## config.mk

```make
export PLATFORM = sky130hd
export DESIGN_NAME = pe_mac_cell_flat
export DESIGN_NICKNAME = d
export VERILOG_FILES = /design/src/rtl/pe_pkg.sv /design/src/rtl/pe_mac_cell_if.sv /design/src/rtl/pe_sat_add.sv /design/src/rtl/pe_mac_cell.sv /design/src/flat_wrapper.sv
export SDC_FILE = /design/constraint.sdc
export NUM_CORES = 1
export LEC_CHECK = 0
export CAP_MARGIN = 5
export CORE_AREA = 8 8 74 92
export CTS_BUF_LIST = sky130_fd_sc_hd__clkbuf_16
export DETAILED_ROUTE_END_ITERATION = 8
export DIE_AREA = 0 0 82 100
export SKIP_CTS_REPAIR_TIMING = 1
export SLEW_MARGIN = 20
export SYNTH_ARGS = -nofsm -noshare
export SYNTH_HDL_FRONTEND = slang
export SYNTH_SLANG_ARGS = --single-unit
```

## constraint.sdc

```tcl
create_clock -name CLK -period 2.35 [get_ports CLK]
set_input_delay 0.47 -clock CLK [delete_from_list [all_inputs] [get_ports CLK]]
set_output_delay 0.47 -clock CLK [all_outputs]
set_load 0.02 [all_outputs]
```

## src/rtl/pe_pkg.sv

```systemverilog
// Shared types and helpers for the systolic MAC processing element.
// Holds the FSM encoding, saturation limits and the width check.
package pe_pkg;

  typedef enum logic {
    PE_IDLE = 1'b0,
    PE_ACC  = 1'b1
  } pe_state_e;

  localparam int ACC_RATIO = 2;

  function automatic bit acc_width_ok(int w, int aw);
    return aw >= ACC_RATIO * w;
  endfunction

  // Limits are built 64 bits wide; callers keep the low ACC_WIDTH bits.
  function automatic logic [63:0] sat_max(int aw, bit sgn);
    logic [63:0] v;
    v = '0;
    for (int i = 0; i < 64; i++) begin
      if (i < aw - 1 || (i == aw - 1 && !sgn)) v[i] = 1'b1;
    end
    return v;
  endfunction

  function automatic logic [63:0] sat_min(int aw, bit sgn);
    logic [63:0] v;
    v = '0;
    for (int i = 0; i < 64; i++) begin
      if (i == aw - 1 && sgn) v[i] = 1'b1;
    end
    return v;
  endfunction

endpackage

```

## src/rtl/pe_mac_cell_if.sv

```systemverilog
// Operand, forwarding, result and flag signals of one PE.
// Master is the array/testbench side, slave is the cell.
interface pe_mac_cell_if #(
  parameter int WIDTH     = 4,
  parameter int ACC_WIDTH = 8
);
  logic [WIDTH-1:0]     A_IN;
  logic                 A_VALID_IN;
  logic                 A_FIRST_IN;
  logic                 A_LAST_IN;
  logic [WIDTH-1:0]     B_IN;
  logic                 B_VALID_IN;
  logic [WIDTH-1:0]     A_OUT;
  logic                 A_VALID_OUT;
  logic                 A_FIRST_OUT;
  logic                 A_LAST_OUT;
  logic [WIDTH-1:0]     B_OUT;
  logic                 B_VALID_OUT;
  logic [ACC_WIDTH-1:0] RES_DATA;
  logic                 RES_VALID;
  logic                 RES_READY;
  logic                 RES_SAT;
  logic                 DROP_ERR;
  logic                 PROTO_ERR;
  logic                 FLAG_CLR;

  modport master (
    output A_IN, A_VALID_IN, A_FIRST_IN, A_LAST_IN,
    output B_IN, B_VALID_IN, RES_READY, FLAG_CLR,
    input  A_OUT, A_VALID_OUT, A_FIRST_OUT, A_LAST_OUT,
    input  B_OUT, B_VALID_OUT,
    input  RES_DATA, RES_VALID, RES_SAT, DROP_ERR, PROTO_ERR
  );

  modport slave (
    input  A_IN, A_VALID_IN, A_FIRST_IN, A_LAST_IN,
    input  B_IN, B_VALID_IN, RES_READY, FLAG_CLR,
    output A_OUT, A_VALID_OUT, A_FIRST_OUT, A_LAST_OUT,
    output B_OUT, B_VALID_OUT,
    output RES_DATA, RES_VALID, RES_SAT, DROP_ERR, PROTO_ERR
  );

endinterface

```

## src/rtl/pe_sat_add.sv

```systemverilog
// Combinational saturating adder, signed or unsigned.
// sat flags that the true sum fell outside the WIDTH-bit range.
module pe_sat_add
  import pe_pkg::*;
#(
  parameter int WIDTH  = 8,
  parameter bit SIGNED = 1'b0
) (
  input  logic [WIDTH-1:0] a,
  input  logic [WIDTH-1:0] b,
  output logic [WIDTH-1:0] sum,
  output logic             sat
);

  localparam logic [63:0] MAX64 = sat_max(WIDTH, SIGNED);
  localparam logic [63:0] MIN64 = sat_min(WIDTH, SIGNED);
  localparam logic [WIDTH-1:0] MAXV = MAX64[WIDTH-1:0];
  localparam logic [WIDTH-1:0] MINV = MIN64[WIDTH-1:0];

  logic [WIDTH:0] wide;

  always_comb begin
    wide = {1'b0, a} + {1'b0, b};
    sum  = wide[WIDTH-1:0];
    sat  = 1'b0;
    if (SIGNED) begin
      // Overflow only when both addends share a sign the result lacks.
      if (a[WIDTH-1] == b[WIDTH-1] && wide[WIDTH-1] != a[WIDTH-1]) begin
        sat = 1'b1;
        sum = a[WIDTH-1] ? MINV : MAXV;
      end
    end else if (wide[WIDTH]) begin
      sat = 1'b1;
      sum = MAXV;
    end
  end

endmodule

```

## src/rtl/pe_mac_cell.sv

```systemverilog
// Systolic PE: forwards A east and B south, accumulates one
// framed dot product and offers it on a valid/ready result port.
module pe_mac_cell
  import pe_pkg::*;
#(
  parameter int WIDTH     = 4,
  parameter int ACC_WIDTH = 8,
  parameter bit SIGNED    = 1'b0
) (
  input logic          CLK,
  input logic          RST,
  pe_mac_cell_if.slave io
);

  if (!acc_width_ok(WIDTH, ACC_WIDTH)) begin : g_bad_width
    $error("pe_mac_cell: ACC_WIDTH must be at least 2*WIDTH");
  end

  pe_state_e state_q, state_d;

  logic [ACC_WIDTH-1:0] acc_q, acc_d;
  logic [ACC_WIDTH-1:0] prod_ext, add_sum, mac_sum;
  logic [2*WIDTH-1:0]   a_ext, b_ext, prod;
  logic                 sat_q, sat_d, add_sat, mac_sat;
  logic                 mac, restart, proto_set;
  logic                 capture, accept, drop_set;

  assign mac = io.A_VALID_IN && io.B_VALID_IN;

  always_comb begin
    if (SIGNED) begin
      a_ext = (2*WIDTH)'($signed(io.A_IN));
      b_ext = (2*WIDTH)'($signed(io.B_IN));
    end else begin
      a_ext = (2*WIDTH)'(io.A_IN);
      b_ext = (2*WIDTH)'(io.B_IN);
    end
    // Low 2*WIDTH bits are exact for both signednesses.
    prod = a_ext * b_ext;
    if (SIGNED) prod_ext = ACC_WIDTH'($signed(prod));
    else        prod_ext = ACC_WIDTH'(prod);
  end

  pe_sat_add #(
    .WIDTH  (ACC_WIDTH),
    .SIGNED (SIGNED)
  ) u_sat_add (
    .a   (acc_q),
    .b   (prod_ext),
    .sum (add_sum),
    .sat (add_sat)
  );

  always_ff @(posedge CLK or negedge RST) begin
    if (!RST) state_q <= PE_IDLE;
    else      state_q <= state_d;
  end

  always_comb begin
    state_d = state_q;
    if (mac) state_d = io.A_LAST_IN ? PE_IDLE : PE_ACC;
  end

  always_comb begin
    restart   = (state_q == PE_IDLE) || io.A_FIRST_IN;
    proto_set = mac && ((state_q == PE_IDLE) ? !io.A_FIRST_IN
                                             : io.A_FIRST_IN);
    mac_sum   = restart ? prod_ext : add_sum;
    mac_sat   = restart ? 1'b0 : (sat_q || add_sat);
    acc_d     = mac ? mac_sum : acc_q;
    sat_d     = mac ? mac_sat : sat_q;
    capture   = mac && io.A_LAST_IN;
    accept    = io.RES_VALID && io.RES_READY;
    drop_set  = capture && io.RES_VALID && !io.RES_READY;
  end

  always_ff @(posedge CLK or negedge RST) begin
    if (!RST) begin
      io.A_OUT       <= '0;
      io.A_VALID_OUT <= 1'b0;
      io.A_FIRST_OUT <= 1'b0;
      io.A_LAST_OUT  <= 1'b0;
      io.B_OUT       <= '0;
      io.B_VALID_OUT <= 1'b0;
    end else begin
      io.A_OUT       <= io.A_IN;
      io.A_VALID_OUT <= io.A_VALID_IN;
      io.A_FIRST_OUT <= io.A_FIRST_IN;
      io.A_LAST_OUT  <= io.A_LAST_IN;
      io.B_OUT       <= io.B_IN;
      io.B_VALID_OUT <= io.B_VALID_IN;
    end
  end

  always_ff @(posedge CLK or negedge RST) begin
    if (!RST) begin
      acc_q <= '0;
      sat_q <= 1'b0;
    end else begin
      acc_q <= acc_d;
      sat_q <= sat_d;
    end
  end

  always_ff @(posedge CLK or negedge RST) begin
    if (!RST) begin
      io.RES_DATA  <= '0;
      io.RES_SAT   <= 1'b0;
      io.RES_VALID <= 1'b0;
    end else if (capture) begin
      io.RES_DATA  <= mac_sum;
      io.RES_SAT   <= mac_sat;
      io.RES_VALID <= 1'b1;
    end else if (accept) begin
      io.RES_VALID <= 1'b0;
    end
  end

  // Set has priority over FLAG_CLR on the same edge.
  always_ff @(posedge CLK or negedge RST) begin
    if (!RST) begin
      io.DROP_ERR  <= 1'b0;
      io.PROTO_ERR <= 1'b0;
    end else begin
      io.DROP_ERR  <= drop_set || (io.DROP_ERR && !io.FLAG_CLR);
      io.PROTO_ERR <= proto_set || (io.PROTO_ERR && !io.FLAG_CLR);
    end
  end

endmodule
```

## src/flat_wrapper.sv

```systemverilog
// flat-port wrapper written by rule: the top's interface ports become plain ports
module pe_mac_cell_flat import pe_pkg::*;
#(
  parameter int WIDTH     = 4,
  parameter int ACC_WIDTH = 8,
  parameter bit SIGNED    = 1'b0
)
  (CLK, RST, io_A_IN, io_A_VALID_IN, io_A_FIRST_IN, io_A_LAST_IN, io_B_IN, io_B_VALID_IN, io_RES_READY, io_FLAG_CLR, io_A_OUT, io_A_VALID_OUT, io_A_FIRST_OUT, io_A_LAST_OUT, io_B_OUT, io_B_VALID_OUT, io_RES_DATA, io_RES_VALID, io_RES_SAT, io_DROP_ERR, io_PROTO_ERR);
  pe_mac_cell_if #(.WIDTH(WIDTH), .ACC_WIDTH(ACC_WIDTH)) io_i ();
  input logic CLK;
  input logic RST;
  input wire logic [$bits(io_i.A_IN)-1:0] io_A_IN;
  input wire logic [$bits(io_i.A_VALID_IN)-1:0] io_A_VALID_IN;
  input wire logic [$bits(io_i.A_FIRST_IN)-1:0] io_A_FIRST_IN;
  input wire logic [$bits(io_i.A_LAST_IN)-1:0] io_A_LAST_IN;
  input wire logic [$bits(io_i.B_IN)-1:0] io_B_IN;
  input wire logic [$bits(io_i.B_VALID_IN)-1:0] io_B_VALID_IN;
  input wire logic [$bits(io_i.RES_READY)-1:0] io_RES_READY;
  input wire logic [$bits(io_i.FLAG_CLR)-1:0] io_FLAG_CLR;
  output wire logic [$bits(io_i.A_OUT)-1:0] io_A_OUT;
  output wire logic [$bits(io_i.A_VALID_OUT)-1:0] io_A_VALID_OUT;
  output wire logic [$bits(io_i.A_FIRST_OUT)-1:0] io_A_FIRST_OUT;
  output wire logic [$bits(io_i.A_LAST_OUT)-1:0] io_A_LAST_OUT;
  output wire logic [$bits(io_i.B_OUT)-1:0] io_B_OUT;
  output wire logic [$bits(io_i.B_VALID_OUT)-1:0] io_B_VALID_OUT;
  output wire logic [$bits(io_i.RES_DATA)-1:0] io_RES_DATA;
  output wire logic [$bits(io_i.RES_VALID)-1:0] io_RES_VALID;
  output wire logic [$bits(io_i.RES_SAT)-1:0] io_RES_SAT;
  output wire logic [$bits(io_i.DROP_ERR)-1:0] io_DROP_ERR;
  output wire logic [$bits(io_i.PROTO_ERR)-1:0] io_PROTO_ERR;
  assign io_i.A_IN = io_A_IN;
  assign io_i.A_VALID_IN = io_A_VALID_IN;
  assign io_i.A_FIRST_IN = io_A_FIRST_IN;
  assign io_i.A_LAST_IN = io_A_LAST_IN;
  assign io_i.B_IN = io_B_IN;
  assign io_i.B_VALID_IN = io_B_VALID_IN;
  assign io_i.RES_READY = io_RES_READY;
  assign io_i.FLAG_CLR = io_FLAG_CLR;
  assign io_A_OUT = io_i.A_OUT;
  assign io_A_VALID_OUT = io_i.A_VALID_OUT;
  assign io_A_FIRST_OUT = io_i.A_FIRST_OUT;
  assign io_A_LAST_OUT = io_i.A_LAST_OUT;
  assign io_B_OUT = io_i.B_OUT;
  assign io_B_VALID_OUT = io_i.B_VALID_OUT;
  assign io_RES_DATA = io_i.RES_DATA;
  assign io_RES_VALID = io_i.RES_VALID;
  assign io_RES_SAT = io_i.RES_SAT;
  assign io_DROP_ERR = io_i.DROP_ERR;
  assign io_PROTO_ERR = io_i.PROTO_ERR;
  pe_mac_cell #(.WIDTH(WIDTH), .ACC_WIDTH(ACC_WIDTH), .SIGNED(SIGNED)) u_core (.CLK(CLK), .RST(RST), .io(io_i));
endmodule
```

## Yosys cells after proc, flatten, opt, wreduce, memory -nomap -nowiden

Index checks and enable logic that the tools add are counted.

| storage, ports and cells | value |
|---|---|
| memory bits (writable) | 0 |
| bits of input ports | 16 |
| output and inout bits | 24 |
| word-level logic and storage cells | 41 |
| register bits | 34 |
| memories kept | 0 |
| bits in latches | 0 |
| bits in read-only memories | 0 |

| cells by class | value |
|---|---|
| divide/modulo/power cells | 0 |
| multiply operators | 1 |
| equal/unequal tests | 0 |
| add/sub/neg operators | 1 |
| muxes and demuxes | 8 |
| reductions and logical operators | 16 |
| bitwise logic cells | 1 |
| magnitude comparators | 0 |
| shift operators | 0 |

Operator list:

| cell | number |
|---|---|
| $mux W8 | 2 |
| $add A8 B8 Y9 | 1 |
| $logic_and A1 B1 Y1 | 8 |
| $mul A4 B4 Y8 | 1 |
| $mux W1 | 6 |
| $logic_or A1 B1 Y1 | 4 |
| $logic_not A1 Y1 | 3 |
| $reduce_bool A2 Y1 | 1 |
| $not A1 Y1 | 1 |

## Longest topological paths before layout

Gate-level depths: netlist of run 1.

| depth | value |
|---|---|
| depth after elaboration | 5 |
| mapped depth | 16 |
| depth with buffers taken out | 15 |

## Hierarchy

Synthesis of run 1 repeated with hierarchy kept, for this count alone.

| second synthesis, totals | value |
|---|---|
| cells, all modules | 199 |
| area, all modules | 2053.2 um^2 |

Modules (own cells, without submodules):

| module | cells each | instances | area an instance (um^2) | seq. area each (um^2) |
|---|---|---|---|---|
| pe_mac_cell | 150 | 1 | 1665.3 | 850.8 |
| pe_sat_add | 49 | 1 | 387.9 | 0.0 |

## Least setup slack after synthesis of run 1

Ideal clock, no wire load.

| timing path | value |
|---|---|
| kind | input-to-reg |
| from | in io_A_IN[0] |
| to | reg u_core.io.RES_DATA[3] |
| data required time | 2.225 ns |
| data arrival time | 3.898 ns |
| library setup time | 0.125 ns |
| slack | -1.673 ns |
| buffers on the path | 1 |
| cell stages on the path | 15 |
| cells stage by stage | nand2_1 fa_1 fa_1 inv_1 ha_1 a211oi_1 nor2_1 xor2_1 ha_1 buf_6 a21oi_1 o21ai_1 a311oi_1 a31oi_1 mux2_2 |

| on the way | value |
|---|---|
| longest elaborated chain between the ends | 4 |

RTL lines:

| element | line | RTL |
|---|---|---|
| start: declaration | flat_wrapper.sv:12 | `input wire logic [$bits(io_i.A_IN)-1:0] io_A_IN;` |
| $mul A4 B4 Y8 (*) | pe_mac_cell.sv:39 | `prod = a_ext * b_ext;` |
| $add A8 B8 Y9 | pe_sat_add.sv:23 | `wide = {1'b0, a} + {1'b0, b};` |
| $mux W8 | pe_sat_add.sv:32 | `end else if (wide[WIDTH]) begin` |
| $mux W8 (*) | pe_mac_cell.sv:68 | `mac_sum = restart ? prod_ext : add_sum;` |
| end signal: assignment | pe_mac_cell.sv:111 | `io.RES_DATA <= mac_sum;` |
| end: declaration | pe_mac_cell_if.sv:40 | `output RES_DATA, RES_VALID, RES_SAT, DROP_ERR, PROTO_ERR` |

Every way passes the cells marked *; elsewhere a longest branch is shown, timed or not.
A chain may end at the register's enable or synchronous reset.

## Final worst setup path of run 1

| timing path | value |
|---|---|
| from | in io_B_IN[2] |
| to | reg u_core.acc_q[3] |

| on the way | value |
|---|---|
| longest elaborated chain between the ends | 4 |

RTL lines:

| element | line | RTL |
|---|---|---|
| start: declaration | flat_wrapper.sv:16 | `input wire logic [$bits(io_i.B_IN)-1:0] io_B_IN;` |
| $mul A4 B4 Y8 (*) | pe_mac_cell.sv:39 |  |
| $add A8 B8 Y9 | pe_sat_add.sv:23 |  |
| $mux W8 | pe_sat_add.sv:32 |  |
| $mux W8 (*) | pe_mac_cell.sv:68 |  |
| end signal: assignment | pe_mac_cell.sv:97 | `acc_q <= '0;` |
| end signal: assignment | pe_mac_cell.sv:100 | `acc_q <= acc_d;` |
| end: declaration | pe_mac_cell.sv:21 | `logic [ACC_WIDTH-1:0] acc_q, acc_d;` |

Marks and branches as above.

==> flow_summary.ini, run 1 <==
[power]
ir_worst_vdd_uv = 448
total_power_w = 0.00281
p_per_area_nw_per_um2 = 865
leakage_nw = 1.54

[final_layout]
multiInputGateArea_um2 = 1370
seqCellArea_um2 = 851
fin_util_pct = 60.9
antenna_cells = 0
drive_gt1_share_pct = 30.4
area_growth_pct = 55.4
nets = 340
nFillCells = 450

[routing]
wl_mm = 5.48
wl_per_cell_um = 15.1
drt_iter0_drc = 48
dr.pass1.iters = 4
antenna_left = 0
post-route-drc-count = 0
vias = 1907
viasPerCell = 5.25

[timing]
fin_ws_ns = -1.55
finClkSkew_ns = 0.00502
max_freq_mhz = 256
fin_crit_ns = 3.90
grt_setup_unrepaired = yes
relSlewSlack_pct = 70.7
fin_crit_sh_pct = 166
hold_viol = 0
slew_violations = 0
fin_tns_setup_ns = -26.46
finalSetupViolCount = 18
tightest_slew_ns = 0.439

[logic_synthesis]
synthDistinctLibCells = 38
synthTopCellsByCount = dfrtp_1 (34), nand2_1 (26), ha_1 (21), nor2_1 (15), and2_1 (13)
syn_avg_cell_area_um2 = 9.85
netlist_top_cells_area = dfrtp_1 (41%), ha_1 (13%), fa_1 (4.8%)
syn-cell-area_um2 = 2090
yosysSeqAreaShare_pct = 40.7
synth-edff-count = 0
yosysMostFrequentCell = dfrtp_1
yosys_most_used_dff = dfrtp_1
synth_top_area_share_pct = 40.7
yosysTopAreaCell = dfrtp_1
ys_async_sr_fraction_pct = 100
postSynthCellCount = 212
yosysWarnings = 0
synth_fp_nets = 254
synth_seq_cells = 34

[clock_tree]
cts.clk_slew.worst_paths_ns = 0.05
root_buffer = clkbuf_16
cts_sinks = 34
cts_max_level = 2
clk_latency_ns = 0.28
cts_max_path_buffers = 2
cts_buffers = 5
tritoncts = built

[grt]
grt-ovfl-total = 0
grt_pass1_wl_mm = 8.74
gr-usage-all-layers_pct = 13.4
antenna_found_initial = 0
grt_pass1_vias = 1957
grt_max_degree = 35

[place]
finalWeightedCongestion = 0.916
pre_cts_slack_ns = -2.26
port_buffers = 39
dp_hpwl_mm = 4.19

[run]
cap_violations = 0

[die]
io_pins = 40
dieWidth_um = 82
coreArea_um2 = 5330
die_y_um = 100
row_count = 30
start_util_pct = 39.2
die_area_um2 = 8200

[critical_path]
rr_endpoint = u_core.acc_q[3]
r2r_setup_slack_ns = 0.16
cp_top_family = adder cells
critPathBufInv = 3
path_class = input pin to flop
reg2reg_depth = 7
critPathMaxFanout = 3
cp_slowest_cell = fa_1
setup.worst_path.start = io_B_IN[2]
critical-path-max-stage-delay_ns = 0.60
reg2reg_from = u_core.acc_q[0]
cp.required_ns = 2.51
cp_cell_sequence = buf_8 > nand2_4 > fa_1 > fa_1 > inv_2 > ha_4 > a211oi_4 > buf_4 > or4b_1 > nand3b_1 > ha_4 > nand2_4 > o21ai_4 > a311oi_2 > a31oi_1 > mux2_4
crit_path_start_kind = input pin
end_kind = flop
cp_data_arrival_time_ns = 4.06

[run_status]
violations = negative setup slack
status = complete, but fails checks

[min_path]
hp-start = io_B_IN[1]
holdPathStages = 2
min_path_type = input pin to flop
hold_end = u_core.io.B_OUT[1]
==> registers in the layout, indices dropped and copies added, names as in the netlist, 4 cells and up <==
signal	count
u_core.acc_q	8
u_core.io.RES_DATA	8
u_core.io.A_OUT	4
u_core.io.B_OUT	4
==> worst max-delay path by stage <==
| stage | depth (start not counted) | end |
|---|---|---|
| final | 16 | u_core.acc_q[3] |
| after global routing | 16 | u_core.acc_q[3] |
| after CTS | 15 | u_core.acc_q[3] |
| after detailed placement | 16 | u_core.acc_q[1] |
| after global placement | 16 | u_core.acc_q[1] |
| after floorplan | 14 | u_core.acc_q[3] |
==> logic make-up after synthesis <==
family	after synthesis	synth area share [%]
AO/OA/AOI/OAI	46	14.3
multiplexers	4	2.10
AND/OR/NAND/NOR	81	20.0
flip-flops	34	40.7
adder cells (fa/ha/maj)	26	17.4
XOR/XNOR	6	2.52
buffers and inverters	15	3.06
==> metrics by stage <==
stage | hold slack (ns) | cells | area [µm²]
floorplan | 0.174 | 212 | 2160
detailed placement | 0.469 | 352 | 2910
global route | 0.417 | 363 | 3250
CTS | 0.481 | 360 | 3070
finish | 0.420 | 363 | 3250
global placement | 0.467 | 352 | 2910
==> per-layer routing <==
layer / wire length, µm / track usage, % / vias up
li1: - / - / 922
met4: 109 / 5.83 / 0
met5: 0 / 0 / -
met3: 445 / 4.56 / 12
met1: 2140 / 14.5 / 920
met2: 2790 / 22.7 / 53
==> report_power, final <==
part / switching (W) / internal [W] / total (W) / leakage, nW
Sequential: 0.0000618 / 0.000688 / 0.000750 / 0.417
Combinational: 0.000658 / 0.000676 / 0.00133 / 1.04
Clock: 0.000232 / 0.000492 / 0.000723 / 0.0864
Total: 0.000951 / 0.00186 / 0.00281 / 1.54
==> area by class of cell <==
type                       instances  share of cell area, %
inverter                          11                   1.27
tap                               64                   2.47
sequential                        34                   26.2
clock inverter                     3                   1.16
timing repair buffer              83                   22.7
multi-input combinational        163                   42.3
clock buffer                       5                   3.86
==> cells in the final DEF (no fill, tap or decap), types with 5 or more instances in the layout <==
master and count:
buf_4 43, dfrtp_1 34, clkdlybuf4s50_1 31, nand2_1 20
ha_1 18, nor2_1 15, and2_1 12, inv_1 12
a21oi_1 10, o21ai_0 7, o31ai_2 7, fa_1 5
clkbuf_16 5
No activity file was read; power rests on OpenSTA's default activity.
==> run 2, diff against run 1 <==
--- a/config.mk
+++ b/config.mk
@@ -10,7 +10,9 @@
 export CTS_BUF_LIST = sky130_fd_sc_hd__clkbuf_16
 export DETAILED_ROUTE_END_ITERATION = 8
 export DIE_AREA = 0 0 82 100
+export DONT_BUFFER_PORTS = 1
 export SKIP_CTS_REPAIR_TIMING = 1
+export SKIP_LAST_GASP = 1
 export SLEW_MARGIN = 20
 export SYNTH_ARGS = -nofsm -noshare
 export SYNTH_HDL_FRONTEND = slang
==> run 2 against run 1 <==
  * The run still ends with negative setup slack left
  * Clock power decreased by 1%
  * Maximum frequency increased by 7.2%
  * Power decreased by 7.7%
  * Combinational power decreased by 22%
  * First-iteration DRC count decreased by 13%
  * Via count decreased by 11%
  * Setup slack improved by 0.26 ns
  * Routed wire length decreased by 10%
  * Register-to-register slack got worse by 0.03 ns
  * Die area unchanged
  * Worst hold slack got worse by 0.40 ns
==> flow_summary.ini, run 2 (same netlist as run 1, synthesis figures left out) <==
[critical_path]
end_kind = flop
reg2reg_from = u_core.acc_q[0]
r2r_setup_slack_ns = 0.13
reg2reg_depth = 8
setup.worst_path.start = io_B_IN[3]
rr_endpoint = u_core.io.RES_DATA[5]
crit_path_start_kind = input pin
crit_end = u_core.acc_q[7]
path_class = input pin to flop
critPathMaxFanout = 5
cp.required_ns = 2.52
cp_data_arrival_time_ns = 3.81

[final_layout]
final_cell_area_um2 = 2710
reg.largest.list = u_core.acc_q: 8 flops, u_core.io.RES_DATA: 8 flops
final_common_cell = dfrtp_1
nets = 286
nFillCells = 474
final_cell_mix = dfrtp_1 (34), buf_4 (27), nand2_1 (24)
area_growth_pct = 29.7
antenna_cells = 0
fin_util_pct = 50.8
drive_gt1_share_pct = 26.9

[routing]
post-route-drc-count = 0
drt_iter0_drc = 42
vias = 1688
viasPerCell = 5.46
dr.pass1.iters = 4
wl_mm = 4.91
antenna_left = 0
wl_per_cell_um = 15.9

[place]
dp_hpwl_mm = 3.62
placed_area_um2 = 2410
port_buffers = 0
finalWeightedCongestion = 0.837

[clock_tree]
cts.clk_slew.worst_paths_ns = 0.05
tritoncts = built
cts_buffers = 5
cts_max_level = 2
cts_max_path_buffers = 2
clk_latency_ns = 0.28
root_buffer = clkbuf_16
cts_sinks = 34

[timing]
relSlewSlack_pct = 47.6
grt_setup_unrepaired = yes
finalSetupViolCount = 18
slew_violations = 0
fin_ws_ns = -1.29
fin_crit_sh_pct = 155
hold_viol = 0
tightest_slew_ns = 0.783
fin_crit_ns = 3.64
finClkSkew_ns = 0.00481
max_freq_mhz = 275

[power]
ir_worst_vdd_uv = 308
leakage_nw = 1.28
p_per_area_nw_per_um2 = 957

[grt]
grt_pass1_wl_mm = 7.88
grt_max_degree = 35
antenna_found_initial = 0
grt-ovfl-total = 0
gr-usage-all-layers_pct = 12.2
grt_pass1_vias = 1736

[die]
die_area_um2 = 8200
row_count = 30
io_pins = 40
dieWidth_um = 82
start_util_pct = 39.2
die_y_um = 100
coreArea_um2 = 5330

[run_status]
status = complete, but fails checks
violations = negative setup slack

[min_path]
min_path_type = input pin to async pin

[run]
cap_violations = 0
## run 2: critical path, stage by stage
cell and delay [ns]:
nand2_8 0.03, fa_1 0.48, fa_1 0.55, inv_1 0.06, ha_1 0.28, a211oi_2 0.08, or4b_1 0.52, nand3b_1 0.17
ha_4 0.23, buf_6 0.12, nor4bb_1 0.12, o21ai_1 0.07, a21oi_1 0.06, mux2_4 0.30, a311oi_1 0.26
## run 2: per-stage QoR
stage                     setup TNS (ns)  worst slack (ns)  instances  power, W  hold slack (ns)
after floorplan                   -23.64             -1.41        212   0.00146            0.174
after global placement            -26.95             -1.57        298   0.00173            0.175
after detailed placement          -27.67             -1.59        298   0.00174            0.175
after CTS                         -22.59             -1.32        306   0.00248           -0.117
after global routing              -24.58             -1.43        309   0.00278           0.0374
final                             -21.57             -1.29        309   0.00259           0.0243
## run 2: cell type report
type	instances	area [µm²]	area share, %
clock buffers	5	125	4.62
well taps	64	80.1	2.96
flip-flops and latches	34	851	31.4
clock inverters	3	37.5	1.39
multi-input cells	163	1340	49.4
repair buffers	29	234	8.64
inverters	11	41.3	1.52
## run 2: worst min-delay path by stage
stage / startpoint / to / slack (ns)
after floorplan: RST / u_core.acc_q[0] / 0.17
after global placement: RST / u_core.io.B_VALID_OUT / 0.18
after detailed placement: RST / u_core.io.RES_DATA[7] / 0.18
after CTS: RST / u_core.io.RES_DATA[5] / -0.12
after global routing: RST / u_core.io.RES_DATA[6] / 0.04
final: RST / u_core.io.RES_DATA[6] / 0.02
## run 2: report_power, final
part           switching [W]  leakage (nW)  internal, W  total (W)
clock network       0.000223        0.0864     0.000491   0.000714
logic               0.000519         0.773     0.000524    0.00104
registers           0.000146         0.417     0.000688   0.000834
## run 2: routing by layer
layer | global-route usage (%) | wire length [µm]
met4 | 3.79 | 111
met5 | 0 | 0
met1 | 13.6 | 1910
met3 | 5.28 | 467
met2 | 20.0 | 2420
